<file path="config.mk">
export PLATFORM = sky130hd
export DESIGN_NAME = snoop_memory_responder
export DESIGN_NICKNAME = d
export VERILOG_FILES = /design/src/rtl/snoop_memory_responder.sv
export SDC_FILE = /design/constraint.sdc
export NUM_CORES = 1
export LEC_CHECK = 0
export CORE_UTILIZATION = 50
export CTS_CLUSTER_DIAMETER = 100
export DETAILED_ROUTE_END_ITERATION = 10
export PLACE_DENSITY_LB_ADDON = 0.2
export REMOVE_ABC_BUFFERS = 1
export SLEW_MARGIN = 20
export SYNTH_ARGS = -nofsm -noshare
export SYNTH_HDL_FRONTEND = slang
export SYNTH_SLANG_ARGS = --single-unit
</file>
<file path="constraint.sdc">
create_clock -name clk -period 4.55 [get_ports clk]
set_clock_uncertainty 0.2 [all_clocks]
set_input_delay 0.91 -clock clk [delete_from_list [all_inputs] [get_ports clk]]
set_output_delay 0.91 -clock clk [all_outputs]
set_load 0.02 [all_outputs]
</file>
<file path="src/rtl/snoop_memory_responder.sv">
// snoop_memory_responder
// Shared-memory end of the snooping bus. It answers ReadMiss requests with a
// ReadHit data reply after a fixed snoop window and absorbs WriteBack traffic
// into an 8 x 4-bit backing store. If a cache writes back the requested line
// during the snoop window, it has supplied the data itself, so the memory
// reply is cancelled.
//
// Bus handshake: bus_valid qualifies bus_in for exactly the cycle it is high.
// There is no ready signal. While busy is high, ReadMiss messages are dropped
// and the initiator must retry. WriteBack messages are always accepted.
// bus_out_valid is a one-cycle strobe, and bus_out is all-zero whenever the
// strobe is low.
module snoop_memory_responder #(
    // Snoop window length in cycles; meaningful range is 1..7 (3-bit counter).
    parameter int SNOOP_WAIT = 2
) (
    input  logic       clk,
    input  logic       rst_n,
    input  logic       bus_valid,
    input  logic [8:0] bus_in,
    output logic [8:0] bus_out,
    output logic       bus_out_valid,
    output logic       busy,
    output logic [7:0] reply_count,
    input  logic [2:0] dbg_addr,
    output logic [3:0] dbg_data
);

    localparam logic [1:0] READ_MISS  = 2'b10;
    localparam logic [1:0] READ_HIT   = 2'b01;
    localparam logic [1:0] WRITE_BACK = 2'b11;

    typedef enum logic [1:0] {
        IDLE    = 2'd0,
        SNOOP   = 2'd1,
        RESPOND = 2'd2
    } state_t;

    state_t      state_q, state_d;
    logic [2:0]  tag_q, tag_d;
    logic [2:0]  cnt_q, cnt_d;
    logic [3:0]  mem_q [8];

    logic [8:0]  bus_out_d;
    logic        bus_out_valid_d;
    logic        busy_d;
    logic [7:0]  reply_count_d;

    // Decoded fields of the incoming message
    logic [1:0]  msg_type;
    logic [2:0]  msg_tag;
    logic [3:0]  msg_data;
    logic        is_read_miss;
    logic        is_write_back;
    logic        wb_same_tag;
    logic [3:0]  reply_data;

    // Split the bus message and qualify the two message types we act on
    always_comb begin
        msg_type      = bus_in[8:7];
        msg_tag       = bus_in[6:4];
        msg_data      = bus_in[3:0];
        is_read_miss  = bus_valid && (msg_type == READ_MISS);
        is_write_back = bus_valid && (msg_type == WRITE_BACK);
        wb_same_tag   = is_write_back && (msg_tag == tag_q);
        // A same-tag write-back in the reply cycle is forwarded so the reply
        // never carries data older than what memory is about to hold.
        reply_data    = wb_same_tag ? msg_data : mem_q[tag_q];
    end

    // Next-state and next-output decode for the request FSM
    always_comb begin
        state_d         = state_q;
        tag_d           = tag_q;
        cnt_d           = cnt_q;
        bus_out_d       = '0;
        bus_out_valid_d = 1'b0;
        reply_count_d   = reply_count;

        case (state_q)
            IDLE: begin
                if (is_read_miss) begin
                    tag_d   = msg_tag;
                    cnt_d   = 3'(SNOOP_WAIT);
                    state_d = SNOOP;
                end
            end

            SNOOP: begin
                cnt_d = cnt_q - 3'd1;
                if (wb_same_tag) begin
                    // Owning cache supplied the line: drop our reply.
                    cnt_d   = '0;
                    state_d = IDLE;
                end else if (cnt_q == 3'd1) begin
                    state_d = RESPOND;
                end
            end

            RESPOND: begin
                bus_out_d       = {READ_HIT, tag_q, reply_data};
                bus_out_valid_d = 1'b1;
                if (reply_count != 8'hFF) begin
                    reply_count_d = reply_count + 8'd1;
                end
                state_d = IDLE;
            end

            default: begin
                state_d = IDLE;
                cnt_d   = '0;
            end
        endcase

        busy_d = (state_d != IDLE);
    end

    // FSM state, latched request and registered bus outputs
    always_ff @(posedge clk or negedge rst_n) begin
        if (!rst_n) begin
            state_q       <= IDLE;
            tag_q         <= '0;
            cnt_q         <= '0;
            bus_out       <= '0;
            bus_out_valid <= 1'b0;
            busy          <= 1'b0;
            reply_count   <= '0;
        end else begin
            state_q       <= state_d;
            tag_q         <= tag_d;
            cnt_q         <= cnt_d;
            bus_out       <= bus_out_d;
            bus_out_valid <= bus_out_valid_d;
            busy          <= busy_d;
            reply_count   <= reply_count_d;
        end
    end

    // Backing store: reset image, then write-backs land in any state
    always_ff @(posedge clk or negedge rst_n) begin
        if (!rst_n) begin
            mem_q[0] <= 4'd1;
            mem_q[1] <= 4'd0;
            mem_q[2] <= 4'd1;
            mem_q[3] <= 4'd2;
            mem_q[4] <= 4'd3;
            mem_q[5] <= 4'd4;
            mem_q[6] <= 4'd5;
            mem_q[7] <= 4'd6;
        end else if (is_write_back) begin
            mem_q[msg_tag] <= msg_data;
        end
    end

    // Debug read port, purely combinational
    always_comb begin
        dbg_data = mem_q[dbg_addr];
    end

endmodule
</file>
==> results.toml, run 1 <==
[run_status]
status = "finished clean"

[timing]
min_period_over_period = 0.8831
setup_viol = 0
slew_headroom = 0.4793
tightest_slew_ns = 0.7810
period_needed_ns = 4.018
max_freq_ghz = 0.2489
maxSlewViolCount = 0
fin_ws_ns = 0.5321
fin_setup_tns_ns = 0
rsz0062_at_grt = "false"
timing.hold.ws_ns = 0.2883
finalHoldViolCount = 0

[synth]
syn_area_mm2 = 0.002877
synthFlopType = "dfrtp_1"
netlist_instances = 202
seq_area_frac_synth = 0.5002
synth_cell_types = 41
syn_area_per_cell_um2 = 14.24
synthArstFlopShare = 1.000
ys_ff_latch = 57
synth_edf_count = 0
ys.warnings.count = 0

[clocking]
clockBufferDepth = 2
post_cts_resized = 0
cts_tree = "yes"
cts_buffers = 9
postCtsHoldBufs = 0
clock_latency_ns = 0.34
clkTransAtPathRegs_ns = 0.06
post_cts_buffers = 0
cts_sinks = 57
ctsRootBufferMaster = "clkbuf_8"
htree_levels = 3

[critical_path]
rrSetupSlack_ns = 2.54
regToRegStartpoint = "tag_q[1]"
crit_required_ns = 3.44
critPathKind = "in -> out"
crit_path_start_kind = "input port"
cp_max_fo = 8
arrival_ns = 2.91
setup.worst_path.end_class = "output port"
crit_path_start = "dbg_addr[0]"
rr_endpoint = "bus_out[1]"
worstRegToRegCells = 4

[min_path]
whs_endpoint = "reply_count[7]"
hold_path_class = "reg -> reg"
min_from = "reply_count[7]"
hold_depth = 1

[cells_and_area]
mostFrequentLayoutCells = "dfrtp_1 (47), mux2_2 (39), clkdlybuf4s50_1 (35)"
layout_commonest_cell = "dfrtp_1"
area_delta_synth_final_pct = 21.18
fin_nets = 261
insertedDiodeCount = 0
drive_gt1_frac = 0.3589
utilization = 0.6292

[power_and_ir_drop]
p_per_area_mw_per_mm2 = 499.9
max-vdd-ir-drop_uv = 253.2
p_leak_nw = 1.509

[detailed_routing]
num_vias = 1826
first_iter_violations = 58
wirelength_mm = 5.819
wl_per_cell_um = 18.18
vias_per_cell = 5.706
drc_errors = 0
antenna_left = 0
drtPass1Iterations = 4

[place]
dpl.hpwl_mm = 3.902
portBuffers = 36
gp_congestion = 0.7516
dp_slack_ns = 0.5287

[grt]
globalRoute.totalOverflow = 0
grt_pass1_wl_mm = 9.735
grt_max_degree = 36
grt_usage = 0.2236
grt_pass1_vias = 1821
antenna_found_initial = 0

[die]
die_h_um = 77.85
initial_core_util = 0.5192
core_mm2 = 0.005540
die_w_um = 77.85
dieArea_mm2 = 0.006061
std_cell_rows = 27
ios = 38

[job]
maxCapViolations = 0
[where the power goes]
part	leakage [nW]	switching (mW)	internal (mW)
Combinational	0.686	0.181	0.292
Sequential	0.717	0.135	0.627
Clock	0.106	0.203	0.305
[Yosys cell counts (2+ instances only)]
cell type	count	area, um2
o21ai_1	3	15.01
nand2_1	11	41.29
mux4_1	6	157.7
nor3_1	4	20.02
a21oi_1	3	15.01
nor4_1	2	12.51
dfstp_2	10	262.8
buf_4	2	15.01
mux4_2	10	225.2
xor2_1	8	70.07
dfrtp_1	47	1176
clkbuf_1	2	7.510
o21ai_2	3	26.28
nor2b_1	2	12.51
nand2b_1	2	12.51
nand4_1	2	12.51
nand3_1	3	15.01
inv_1	2	7.510
buf_6	2	22.52
buf_2	2	10.01
mux2i_1	4	40.04
ha_1	3	37.54
and2_1	2	12.51
mux2_2	39	439.2
nor2_1	10	37.54
xnor2_1	3	26.28
[state kept, by name, summed over array words and instances (netlist names)]
name	flops
bus_out	8
busy	1
cnt_q	3
mem_q	32
reply_count	8
state_q	2
tag_q	3
[through the flow]
step	cell area (um2)	power, mW	std cells
3_3_place_gp	3276	1.233	304
6_report	3486	1.743	320
5_1_grt	3486	1.845	320
2_1_floorplan	2808	1.073	193
4_1_cts	3486	1.763	320
3_5_place_dp	3276	1.247	304
[worst max-delay path by stage]
stage                  end  slack [ns]  cells after the start
6_report       dbg_data[1]        0.53                      5
5_1_grt        dbg_data[0]        0.46                      5
4_1_cts        dbg_data[1]        0.53                      5
3_5_place_dp   dbg_data[1]        0.53                      5
3_3_place_gp   dbg_data[1]        0.54                      5
2_1_floorplan  dbg_data[3]        1.75                      2
[routing by layer]
metal	track usage	share of wire
met5	0	0
met4	0.06981	0.018
met3	0.08235	0.054
met2	0.3434	0.49
met1	0.2947	0.44
[layout make-up]
| class | instances | area (um2) |
|---|---|---|
| inverters | 2 | 7.507 |
| repair buffers | 39 | 377.9 |
| well taps | 72 | 90.09 |
| clock inverters | 6 | 82.58 |
| flip-flops and latches | 57 | 1439 |
| multi-input cells | 134 | 1361 |
| fillers | 444 | 2054 |
| clock buffers | 10 | 127.6 |
[cell families (layout without fill, tap and decap cells)]
group	Yosys count	count (layout)	synth area share
AO/OA/AOI/OAI	14	14	0.03697
XOR/XNOR	11	11	0.03350
adder cells (fa/ha/maj)	3	3	0.01305
buffers and inverters	11	57	0.02653
flip-flops	57	57	0.5002
multiplexers	59	59	0.2997
other	1	1	0.001304
AND/OR/NAND/NOR	46	46	0.08874
[critical path, cell delays in order]
cell and delay [ns]:
clkdlybuf4s50_1 0.45, buf_4 0.21, mux4_2 0.51, mux2_2 0.29, clkdlybuf4s50_1 0.54
Note: power is estimated with default switching activity, not from simulation.
==> run 2: changes to the inputs <==
Settings changed: RECOVER_POWER from default to 50.
==> run 2 against run 1 <==
The run now ends with capacitance limit, slew limit left. Routed wire length is 0.22% higher. Final cell count stayed put. Sequential power hardly changed. Worst hold slack worse by 0.00095 ns. Combinational power hardly changed. Largest cell class unchanged.
==> results.toml, run 2 (synthesized netlist as in run 1, its figures left out) <==
[timing]
finalHoldViolCount = 0
tightest_slew_ns = 1.867
slew_headroom = -0.2448
max_freq_ghz = 0.2492
fin_setup_tns_ns = 0
maxSlewViolCount = 36
period_needed_ns = 4.012
setup_viol = 0
min_period_over_period = 0.8818
rsz0062_at_grt = "false"

[grt]
grt_max_degree = 36
antenna_found_initial = 0
globalRoute.totalOverflow = 0
grt_pass1_wl_mm = 9.735
grt_usage = 0.2236
grt_pass1_vias = 1821

[job]
maxCapViolations = 1

[power_and_ir_drop]
p_per_area_mw_per_mm2 = 501.3
pwr-share-comb = 0.270
p_clk_frac = 0.292
p_int_mw = 1.221
p_sw_uw = 519.7
p_sw_frac = 0.2985
seq_power_share = 0.438
max-vdd-ir-drop_uv = 253.8
p_leak_nw = 1.496

[clocking]
cts_tree = "yes"
post_cts_resized = 0
htree_levels = 3
cts_sinks = 57
ctsRootBufferMaster = "clkbuf_8"
post_cts_buffers = 0
postCtsHoldBufs = 0
clockBufferDepth = 2
clock_latency_ns = 0.35
clkTransAtPathRegs_ns = 0.06
cts_buffers = 9

[critical_path]
arrival_ns = 2.90
critPathBufInv = 3
crit_path_start_kind = "input port"
crit_top_cell = "clkdlybuf4s50_1"
critPathKind = "in -> out"
crit_required_ns = 3.44
critical-path-max-stage-delay_ns = 0.54
path_delay_family = "buffers and inverters"
cpMaxStageDelayCell = "clkdlybuf4s50_1"
setup.worst_path.end_class = "output port"
cp_max_fo = 8
crit_chain = "clkdlybuf4s50_1, buf_4, mux4_2, mux2_2, clkdlybuf4s50_1"

[die]
std_cell_rows = 27
core_mm2 = 0.005540
initial_core_util = 0.5192
die_h_um = 77.85
ios = 38
dieArea_mm2 = 0.006061
die_w_um = 77.85

[detailed_routing]
first_iter_violations = 61
drtPass1Iterations = 4
antenna_left = 0
wl_per_cell_um = 18.23
num_vias = 1809
wirelength_mm = 5.832
drc_errors = 0
vias_per_cell = 5.653

[cells_and_area]
mostFrequentLayoutCells = "dfrtp_1 (47), mux2_2 (39), clkdlybuf4s50_1 (35)"
area_delta_synth_final_pct = 20.75
largest-register = "mem_q"
insertedDiodeCount = 0
drive_gt1_frac = 0.3427
layout_commonest_cell = "dfrtp_1"
fin_nets = 261
utilization = 0.6269
largest_register_ffs = 32
top_regs = "mem_q (32), bus_out (8), reply_count (8)"
final_cells = 320

[run_status]
status = "finished, violations left"
failed_checks = "capacitance limit, slew limit"

[place]
gp_congestion = 0.7516
dpl.hpwl_mm = 3.902
portBuffers = 36
placed_cells = 304

[min_path]
hold_path_class = "reg -> reg"
run 2: path summary, 6_finish.rpt:
check	start	slack, ns	endpoint	cells past startpoint
worst max-delay path	dbg_addr[0]	0.54	dbg_data[1]	5
worst min-delay path	reply_count[7]	0.29	reply_count[7]	1
worst max register to register	reply_count[0]	2.51	reply_count[7]	5
worst min register to register	reply_count[7]	0.29	reply_count[7]	1
max in group asynchronous	rst_n	1.42	mem_q[27]	2
min in group asynchronous	rst_n	0.87	reply_count[5]	1
run 2: power groups by stage:
stage / Combinational (mW) / Clock, mW / Sequential, mW
after CTS: 0.477 / 0.523 / 0.762
after global placement: 0.466 / 0 / 0.767
final: 0.470 / 0.509 / 0.763
after detailed placement: 0.475 / 0 / 0.772
after global routing: 0.515 / 0.546 / 0.781
after floorplan: 0.321 / 0 / 0.752
run 2: worst register-to-register path: cells and delay by family (launching register included):
kind            cells  cell delay (ns)
xor+xnor            1             0.18
fa+ha+maj           1             0.18
compound gates      1             0.66
flops               1             0.40
simple gates        2             0.30
run 2: cell type report:
cell class | instances | area [um2]
Timing Repair Buffer | 39 | 369.1
Sequential cell | 57 | 1439
Clock buffer | 10 | 127.6
Tap cell | 72 | 90.09
Inverter | 2 | 7.507
Fill cell | 444 | 2067
Multi-Input combinational cell | 134 | 1358
Clock inverter | 6 | 82.58
run 2: per-layer routing:
metal | routed length [um] | track usage | vias up
met4 | 80 | 0.06981 | 0
met2 | 2872 | 0.3434 | 59
li1 | - | - | 826
met1 | 2554 | 0.2947 | 916
met3 | 325 | 0.08235 | 8
met5 | 0 | 0 | -
run 2: through the flow:
stage | setup WS [ns] | hold slack [ns] | cell area (um2) | total power [mW]
after global routing | 0.4602 | 0.3114 | 3473 | 1.843
after CTS | 0.5271 | 0.2934 | 3486 | 1.763
final | 0.5378 | 0.2874 | 3473 | 1.741
after global placement | 0.5421 | 0.2794 | 3276 | 1.233
after floorplan | 1.747 | 0.2673 | 2808 | 1.073
after detailed placement | 0.5287 | 0.2850 | 3276 | 1.247
==> run 3: changes to the inputs <==
Settings changed: CORE_MARGIN from default to 3.
==> run 3 against run 2 <==
The run still ends with capacitance limit, slew limit left. Non-clock buffer count unchanged. Maximum frequency is 0.16% lower. Register-to-register slack got worse by 0.30 ns. Setup slack worse by 0.0065 ns. Sequential power about the same. Clock power shrank 2%. Worst hold slack improved by 0.0070 ns. Core utilization rose by 2.5 points. Sequential share of layout area decreased by 0.060 points. Final cell count is 0.63% lower.
==> results.toml, run 3 (synthesized netlist as in run 1, its figures left out) <==
[min_path]
hold_depth = 1
min_from = "cnt_q[0]"
hold_path_class = "reg -> reg"
whs_endpoint = "cnt_q[0]"

[timing]
fin_setup_tns_ns = 0
slew_headroom = -0.06634
setup_viol = 0
tightest_slew_ns = 1.600
rsz0062_at_grt = "false"
finalHoldViolCount = 0
period_needed_ns = 4.019
max_freq_ghz = 0.2488
min_period_over_period = 0.8832
maxSlewViolCount = 32
timing.hold.ws_ns = 0.2943
fin_ws_ns = 0.5313

[critical_path]
rr_endpoint = "reply_count[7]"
setup.worst_path.end_class = "output port"
rrSetupSlack_ns = 2.21
regToRegStartpoint = "state_q[0]"
path_delay_family = "buffers and inverters"
crit_chain = "clkdlybuf4s50_1, buf_4, mux4_2, mux2_2, clkdlybuf4s50_1"
arrival_ns = 2.91
crit_top_cell = "clkdlybuf4s50_1"
crit_path_start_kind = "input port"
worstRegToRegCells = 5
critical-path-max-stage-delay_ns = 0.53
critPathKind = "in -> out"
cp_max_fo = 8
crit_required_ns = 3.44
critPathBufInv = 3
cpMaxStageDelayCell = "mux4_2"

[clocking]
postCtsHoldBufs = 0
post_cts_buffers = 0
htree_levels = 3
cts_buffers = 9
cts_tree = "yes"
clockBufferDepth = 2
post_cts_resized = 0
clkTransAtPathRegs_ns = 0.06
cts_sinks = 57
clock_latency_ns = 0.33
ctsRootBufferMaster = "clkbuf_8"

[place]
dp_slack_ns = 0.5248
portBuffers = 36
dpl.hpwl_mm = 3.837
gp_congestion = 0.7744

[die]
die_h_um = 81.85
dieArea_mm2 = 0.006699
initial_core_util = 0.5392
core_mm2 = 0.005335
std_cell_rows = 26
ios = 38
die_w_um = 81.85

[detailed_routing]
drtPass1Iterations = 4
wl_per_cell_um = 17.69
first_iter_violations = 88
antenna_left = 0
num_vias = 1780
drc_errors = 0
wirelength_mm = 5.625
vias_per_cell = 5.597

[cells_and_area]
mostFrequentLayoutCells = "dfrtp_1 (47), mux2_2 (39), clkdlybuf4s50_1 (35)"
layout_commonest_cell = "dfrtp_1"
largest_register_ffs = 32
area_delta_synth_final_pct = 20.92
largest-register = "mem_q"
drive_gt1_frac = 0.3427
top_regs = "mem_q (32), bus_out (8), reply_count (8)"
fin_nets = 261
insertedDiodeCount = 0

[grt]
grt_max_degree = 32
grt_pass1_vias = 1748
grt_usage = 0.1899
grt_pass1_wl_mm = 9.232
globalRoute.totalOverflow = 0
antenna_found_initial = 0

[power_and_ir_drop]
fin_total_pwr_mw = 1.734
p_leak_nw = 1.503
p_per_area_mw_per_mm2 = 498.5
max-vdd-ir-drop_uv = 285.6

[run_status]
status = "finished, violations left"
failed_checks = "capacitance limit, slew limit"

[job]
maxCapViolations = 1
## run 3: power by group
| part | switching [mW] | leakage, nW | internal [mW] |
|---|---|---|---|
| sequential | 0.135 | 0.717 | 0.627 |
| combinational | 0.182 | 0.674 | 0.290 |
| clock | 0.189 | 0.113 | 0.312 |
| total | 0.505 | 1.50 | 1.23 |
## run 3: worst max-delay path by stage
stage	startpoint	endpoint	slack, ns	depth (start not counted)
floorplan	dbg_addr[0]	dbg_data[3]	1.75	2
global placement	dbg_addr[0]	dbg_data[2]	0.54	5
detailed placement	dbg_addr[0]	dbg_data[2]	0.52	5
CTS	dbg_addr[0]	dbg_data[1]	0.51	5
global route	dbg_addr[0]	dbg_data[1]	0.46	5
finish	dbg_addr[0]	dbg_data[1]	0.53	5
## run 3: layout make-up
cell class              instances  area (um2)
clock inverters                 2       35.03
inverters                       2       7.507
clock buffers                  14       182.7
fillers                       415        1857
flip-flops and latches         57        1439
multi-input cells             134        1358
repair buffers                 39       369.1
well taps                      70       87.58
## run 3: per-stage QoR
step | util | instance area (um2) | cells
floorplan | - | 2808 | 193
global placement | 0.6135 | 3273 | 302
detailed placement | 0.6135 | 3273 | 302
CTS | 0.6543 | 3491 | 318
global route | 0.6520 | 3478 | 318
finish | 0.6520 | 3478 | 318
## run 3: layer usage
| layer | global-route usage | part of all wire | up-vias |
|---|---|---|---|
| met4 | 0.06478 | 0.014 | 0 |
| met1 | 0.2486 | 0.44 | 892 |
| li1 | - | - | 827 |
| met3 | 0.05044 | 0.049 | 9 |
| met2 | 0.3061 | 0.49 | 52 |
| met5 | 0 | 0 | - |
